$ cat config.mk
export PLATFORM = sky130hd
export DESIGN_NAME = onchip_mem_arbiter
export DESIGN_NICKNAME = d
export VERILOG_FILES = /design/src/rtl/onchip_mem_arbiter.sv
export SDC_FILE = /design/constraint.sdc
export NUM_CORES = 1
export LEC_CHECK = 0
export ABC_AREA = 1
export CAP_MARGIN = 0
export CORE_AREA = 2 2 95 97
export DETAILED_ROUTE_END_ITERATION = 7
export DIE_AREA = 0 0 97 99
export GPL_ROUTABILITY_DRIVEN = 0
export PLACE_DENSITY = 0.62
export SYNTH_ARGS = -nofsm -noshare
export SYNTH_HDL_FRONTEND = slang
export SYNTH_SLANG_ARGS = --single-unit
$ cat constraint.sdc
create_clock -name clk -period 1.6 [get_ports clk]
set_input_delay 0.32 -clock clk [delete_from_list [all_inputs] [get_ports clk]]
set_output_delay 0.32 -clock clk [all_outputs]
set_load 0.005 [all_outputs]
$ cat src/rtl/onchip_mem_arbiter.sv
// Two-port Avalon-MM arbiter in front of a single-port on-chip RAM.
// One transfer per clock; 1-cycle read data is steered back to the issuing port.
module onchip_mem_arbiter #(
    parameter int ADDR_W     = 10,
    parameter int DATA_W     = 32,
    parameter int FIXED_PRIO = 0
) (
    input  logic                  clk,
    input  logic                  reset_n,

    input  logic [ADDR_W-1:0]     m0_address,
    input  logic [DATA_W/8-1:0]   m0_byteenable,
    input  logic                  m0_read,
    input  logic                  m0_write,
    input  logic [DATA_W-1:0]     m0_writedata,
    output logic                  m0_waitrequest,
    output logic [DATA_W-1:0]     m0_readdata,
    output logic                  m0_readdatavalid,

    input  logic [ADDR_W-1:0]     m1_address,
    input  logic [DATA_W/8-1:0]   m1_byteenable,
    input  logic                  m1_read,
    input  logic                  m1_write,
    input  logic [DATA_W-1:0]     m1_writedata,
    output logic                  m1_waitrequest,
    output logic [DATA_W-1:0]     m1_readdata,
    output logic                  m1_readdatavalid,

    output logic [ADDR_W-1:0]     mem_address,
    output logic [DATA_W/8-1:0]   mem_byteenable,
    output logic                  mem_chipselect,
    output logic                  mem_write,
    output logic [DATA_W-1:0]     mem_writedata,
    output logic                  mem_clken,
    input  logic [DATA_W-1:0]     mem_readdata
);

    logic req0;
    logic req1;
    logic gnt0;
    logic gnt1;
    logic any_gnt;
    logic wr_sel;
    logic accept_rd;
    logic rd_vld;
    logic rd_tag;
    logic last_grant;

    assign req0 = m0_read | m0_write;
    assign req1 = m1_read | m1_write;

    // Port 0 wins contention under fixed priority, or when port 1 won last.
    always_comb begin
        gnt0 = 1'b0;
        gnt1 = 1'b0;
        if (reset_n) begin
            if (req0 && (!req1 || (FIXED_PRIO != 0) || last_grant)) begin
                gnt0 = 1'b1;
            end else if (req1) begin
                gnt1 = 1'b1;
            end
        end
    end

    assign any_gnt   = gnt0 | gnt1;
    // Read and write together is treated as a write.
    assign wr_sel    = gnt1 ? m1_write : m0_write;
    assign accept_rd = any_gnt & ~wr_sel;

    assign mem_address    = gnt1 ? m1_address    : m0_address;
    assign mem_byteenable = gnt1 ? m1_byteenable : m0_byteenable;
    assign mem_writedata  = gnt1 ? m1_writedata  : m0_writedata;
    assign mem_chipselect = any_gnt;
    assign mem_write      = any_gnt & wr_sel;
    assign mem_clken      = 1'b1;

    assign m0_waitrequest = ~reset_n | (req0 & ~gnt0);
    assign m1_waitrequest = ~reset_n | (req1 & ~gnt1);

    always_ff @(posedge clk or negedge reset_n) begin
        if (!reset_n) begin
            rd_vld     <= 1'b0;
            rd_tag     <= 1'b0;
            last_grant <= 1'b1;
        end else begin
            rd_vld <= accept_rd;
            if (accept_rd) begin
                rd_tag <= gnt1;
            end
            if (any_gnt) begin
                last_grant <= gnt1;
            end
        end
    end

    assign m0_readdatavalid = rd_vld & ~rd_tag;
    assign m1_readdatavalid = rd_vld &  rd_tag;
    assign m0_readdata      = mem_readdata;
    assign m1_readdata      = mem_readdata;

endmodule

==> results of run 1 <==
-- cell type report --
cell class,count,area share
Inverter,10,0.0156
Clock buffer,4,0.0140
Sequential cell,3,0.0238
Timing Repair Buffer,202,0.621
Tap cell,108,0.0421
Multi-Input combinational cell,159,0.283
-- metrics by stage --
step,util,setup TNS (ns),setup WS (ns)
after CTS,0.356,-16.80,-0.439
after global routing,0.375,-19.63,-0.479
final,0.375,-15.40,-0.395
after global placement,0.292,-37.27,-0.813
after floorplan,-,0,0.127
after detailed placement,0.292,-38.63,-0.853
-- layer usage --
layer | routed length (um) | global-route usage | share of wire | vias up
met4 | 112 | 0.0325 | 0.015 | 0
li1 | - | - | - | 933
met5 | 0 | 0 | 0 | -
met1 | 2550 | 0.149 | 0.34 | 841
met3 | 921 | 0.0759 | 0.12 | 17
met2 | 3890 | 0.265 | 0.52 | 137
-- worst register-to-register path, delay by kind of cell (launching register included) --
family / cells / cell delay [ns]
AOI/OAI and AO/OA: 1 / 0.06
buffers and inverters: 7 / 0.79
DFF: 1 / 0.53
and+or+nand+nor: 6 / 0.34
-- path summary, 6_finish.rpt --
| check | from | endpoint | slack, ns |
|---|---|---|---|
| max in group asynchronous | reset_n | last_grant$_DFFE_PN1P_ | 1.21 |
| setup reg to reg | last_grant$_DFFE_PN1P_ | rd_tag$_DFFE_PN0P_ | -0.20 |
| hold reg to reg | rd_tag$_DFFE_PN0P_ | rd_tag$_DFFE_PN0P_ | 0.50 |
| setup / recovery | last_grant$_DFFE_PN1P_ | mem_writedata[25] | -0.39 |
| hold / removal | reset_n | rd_tag$_DFFE_PN0P_ | 0.19 |
| min in group clk | rd_tag$_DFFE_PN0P_ | rd_tag$_DFFE_PN0P_ | 0.50 |
-- state kept, by name, summed over array words and instances (netlist names) --
signal and cells:
last_grant 1, rd_vld 1, rd_tag 1
-- layout by cell type, fill, tap and decap left out, drive strengths merged, types with 2 or more instances in the layout --
master and instances:
dlygate4sd2 4, nand2 147, inv 10, nand3 2
clkbuf 4, nor2 4, buf 102, clkdlybuf4s50 94
o21ai 4, dfrtp 2
-- kinds of logic (layout without fill, tap and decap cells) --
logic type      Yosys count  after routing  synth area share
simple gates            153            153             0.458
buf+inv                  84            216             0.458
other cells               1              1           0.00287
flops                     3              3            0.0584
compound gates            5              5            0.0220
-- report_power, final --
part / leakage, nW / switching (mW) / total, mW / internal, mW
clock: 0.0228 / 0.0517 / 0.222 / 0.170
sequential: 0.0361 / 0.00923 / 0.103 / 0.0936
combinational: 1.55 / 0.463 / 1.19 / 0.725
-- timing repair --
action,CTS,global route
setup endpoints to repair,50,51
cloned,8,0
pin swaps,28,12
gates resized for setup,301,46
hold endpoints to repair,0,0
buffers inserted,34,5
==> flow_summary.toml, run 1 <==
[detailed_routing]
vias = 1928
post-route-drc-count = 0
wl_um = 7470
drt_pre_antenna_iters = 4
drtIter0Drc = 17
via_per_inst = 3.97
post_drt_wl_per_cell_um = 15.4
ant_nets = 0

[placed_design]
dp.cells = 440
hpwl_um = 5020
io_buffers = 149
dpl-instance-area_um2 = 2490

[synthesis]
ys_dominant_reg_cell = "dfrtp_1"
syn_area_um2 = 1310
yosysMostFrequentCell = "nand2_1"
synth.area.top_cells = "nand2_1 41%, buf_4 39%, dfrtp_1 3.8%"
avgSynthCellArea_um2 = 5.32
ys_warn_count = 0
yosysUniqueCellTypes = 17
synth_fp_nets = 376
ys_seq_area_frac = 0.0584
yosys-top-cells-count = "143 x nand2_1, 68 x buf_4, 9 x inv_1"
async_flop_share = 1.00
yosysTopAreaCellShare = 0.411
yosysTopAreaCell = "nand2_1"
postSynthCellCount = 246
synth-edff-count = 0
synth_seq_cells = 3

[worst_setup_path]
cp_data_required_time_ns = 1.28
crit_path_end_kind = "output pin"
cp_max_fo = 6
worstPathCellList = "inv_2, o21ai_4, nand2_4, nand2_8, inv_12, buf_8, buf_6, buf_6, nand2_2, nand2_2, buf_6"
cp-start-kind = "flip-flop"
cpLargestDelayFamily = "buffers and inverters"
crit_top_cell = "buf_6"
path_class = "flip-flop to output pin"
crit_cells = 11
cp.arrival_ns = 1.67
reg2regPathDepth = 14
slowest_delay_ns = 0.53
crit_path_top_delay_cell = "dfstp_2"
cp_num_buf_inv = 6

[sta]
min_period_ns = 1.99
clock_skew_ns = 0.000863
setup_viol = 52
hold_viol_final = 0
fmax_mhz = 501
rsz0062_at_grt = "yes"
holdWs_ns = 0.187
maxSlewViolCount = 0
layout_setup_ws_ns = -0.395
min_period_over_period = 1.25

[floorplan]
pin_count = 247
die_width_um = 97
rows = 34
die_h_um = 99
core_um2 = 8550
dieArea_um2 = 9600
initial_utilization = 0.153

[power]
power_leakage_nw = 1.61
peakVddDrop_mv = 0.437
p_per_area_nw_per_um2 = 472
power_mw = 1.51

[clock_tree]
clk_pin_slew_ns = 0.03
clk_latency_ns = 0.22
clock_path_buffers = 2
ctsRootBufferMaster = "clkbuf_8"
ctsHoldBuffers = 0
htreeDepth = 1
cts.sink_count = 3
cts_buffers = 3
cts_tree = "yes"

[min_path]
hold_class = "input pin to async pin"

[finish]
nNetsFinal = 509
final-seq-area_um2 = 76.3
fin_cells = 486
areaGrowthSynthToFinish_pct = 145
diodes = 0
multiInputGateArea_um2 = 908
design_area_um2 = 3210
fillers = 891
layout-drive-gt1-share = 0.503

[status]
violations = "negative setup slack"
status = "finished with violations"

[global_routing]
antenna_found_initial = 0
grt_pass1_vias = 2037
grt_pass1_wl_um = 11100
overflow = 0
grt_usage = 0.146
grt_max_degree = 10

[run]
cap_violations = 0
Note: power is estimated with default switching activity, not from simulation.
==> run 2, diff against run 1 <==
- SKIP_LAST_GASP: default -> 1
==> run 2 against run 1 <==
The run still ends with negative setup slack left. Clock skew is 0.00089 ns higher. Cell area is 1.0% lower. Non-clock buffer count up 1. Flip-flop and latch count unchanged. Die area did not move. Combinational power barely moved. Power fell by 1.5%. Critical path depth stayed put. Hold slack got worse by 0.0023 ns. Utilization decreased by 0.38 points. Via count about the same. Sequential share of layout area about the same.
==> flow_summary.toml, run 2 (same netlist as run 1, synthesis figures left out) <==
[sta]
rsz0062_at_grt = "yes"
hold_viol_final = 0
layout_setup_ws_ns = -0.414
min_period_over_period = 1.26
fmax_mhz = 497
maxSlewViolCount = 0
setup_viol = 51
clock_skew_ns = 0.00175
min_period_ns = 2.01

[detailed_routing]
ant_nets = 0
post_drt_wl_per_cell_um = 15.2
via_per_inst = 3.96
post-route-drc-count = 0
wl_um = 7410
drtIter0Drc = 20
vias = 1929
drt_pre_antenna_iters = 3

[worst_setup_path]
worstPathCellList = "inv_2, o21ai_2, nand2_2, nand2_8, inv_12, buf_8, buf_6, buf_6, nand2_2, nand2_2, buf_6"
crit_end = "mem_writedata[25]"
regToRegSetupSlack_ns = -0.26
path_class = "flip-flop to output pin"
cpLargestDelayFamily = "buffers and inverters"
r2r_start = "last_grant$_DFFE_PN1P_"
cp_max_fo = 5
slowest_delay_ns = 0.53
crit_start = "last_grant$_DFFE_PN1P_"
regToRegEndpoint = "rd_tag$_DFFE_PN0P_"
cp.arrival_ns = 1.69
cp_num_buf_inv = 6
crit_path_top_delay_cell = "dfstp_2"
crit_path_end_kind = "output pin"
crit_cells = 11
cp_data_required_time_ns = 1.28
cp-start-kind = "flip-flop"
reg2regPathDepth = 15

[clock_tree]
ctsRootBufferMaster = "clkbuf_8"
clk_latency_ns = 0.22
cts_tree = "yes"
clock_path_buffers = 2
cts_buffers = 3
cts.sink_count = 3
clk_pin_slew_ns = 0.03
htreeDepth = 1

[power]
peakVddDrop_mv = 0.434
power_mw = 1.49
p_per_area_nw_per_um2 = 470
power_leakage_nw = 1.60

[floorplan]
die_width_um = 97
initial_utilization = 0.153
rows = 34
pin_count = 247
die_h_um = 99
dieArea_um2 = 9600
core_um2 = 8550

[global_routing]
grt_pass1_wl_um = 11100
grt_usage = 0.146
grt_pass1_vias = 2037
antenna_found_initial = 0
grt_max_degree = 10
overflow = 0

[placed_design]
io_buffers = 149
dp.cells = 440
hpwl_um = 5020
place_ws_ns = -0.853

[finish]
layout_common_cells = "94 x clkdlybuf4s50_1, 78 x nand2_1, 58 x nand2_2"
fillers = 890
fin_cells = 487
nNetsFinal = 510
final_common_cell = "clkdlybuf4s50_1"
multiInputGateArea_um2 = 881
final_core_util = 0.371
final-seq-area_um2 = 76.3
reg_top3 = "last_grant (1), rd_tag (1), rd_vld (1)"
diodes = 0
areaGrowthSynthToFinish_pct = 143
layout-drive-gt1-share = 0.493

[status]
status = "finished with violations"
violations = "negative setup slack"

[min_path]
hold_class = "input pin to async pin"

[run]
cap_violations = 0
-- run 2: metrics by stage --
| step | setup TNS [ns] | instance area, um2 | hold WS, ns |
|---|---|---|---|
| final | -17.29 | 3170 | 0.184 |
| after global routing | -22.51 | 3170 | 0.190 |
| after floorplan | 0 | 1310 | 0.0244 |
| after CTS | -17.00 | 3050 | 0.182 |
| after detailed placement | -38.63 | 2490 | 0.496 |
| after global placement | -37.27 | 2490 | 0.483 |
-- run 2: worst min-delay path by stage --
stage	startpoint	depth (start not counted)	end	slack (ns)
2_1_floorplan	reset_n	0	rd_tag$_DFFE_PN0P_	0.02
3_3_place_gp	rd_tag$_DFFE_PN0P_	2	rd_tag$_DFFE_PN0P_	0.48
3_5_place_dp	rd_tag$_DFFE_PN0P_	2	rd_tag$_DFFE_PN0P_	0.50
4_1_cts	reset_n	2	rd_tag$_DFFE_PN0P_	0.18
5_1_grt	reset_n	2	rd_tag$_DFFE_PN0P_	0.19
6_report	reset_n	2	rd_tag$_DFFE_PN0P_	0.18
-- run 2: what timing repair did --
action | CTS | global route
buffers inserted | 34 | 8
pin swaps | 28 | 11
endpoints found under the hold margin | 0 | 0
gates resized for setup | 297 | 42
setup endpoints to repair | 50 | 51
cloned | 8 | 0
hold buffers | 0 | 0
-- run 2: metal layers --
metal / vias to the layer above / GRT usage / wire [um]
met2: 136 / 0.265 / 3840
li1: 933 / - / -
met3: 17 / 0.0759 / 917
met1: 843 / 0.148 / 2540
met4: 0 / 0.0325 / 109
met5: - / 0 / 0
-- run 2: final cells by class --
class,instances,area share
multi-input cells,159,0.277
inverters,10,0.0158
flip-flops and latches,3,0.0240
repair buffers,203,0.626
well taps,108,0.0426
clock buffers,4,0.0142
-- run 2: power by group --
group          internal [mW]  switching [mW]
sequential            0.0936         0.00915
combinational          0.714           0.451
clock                  0.170          0.0532
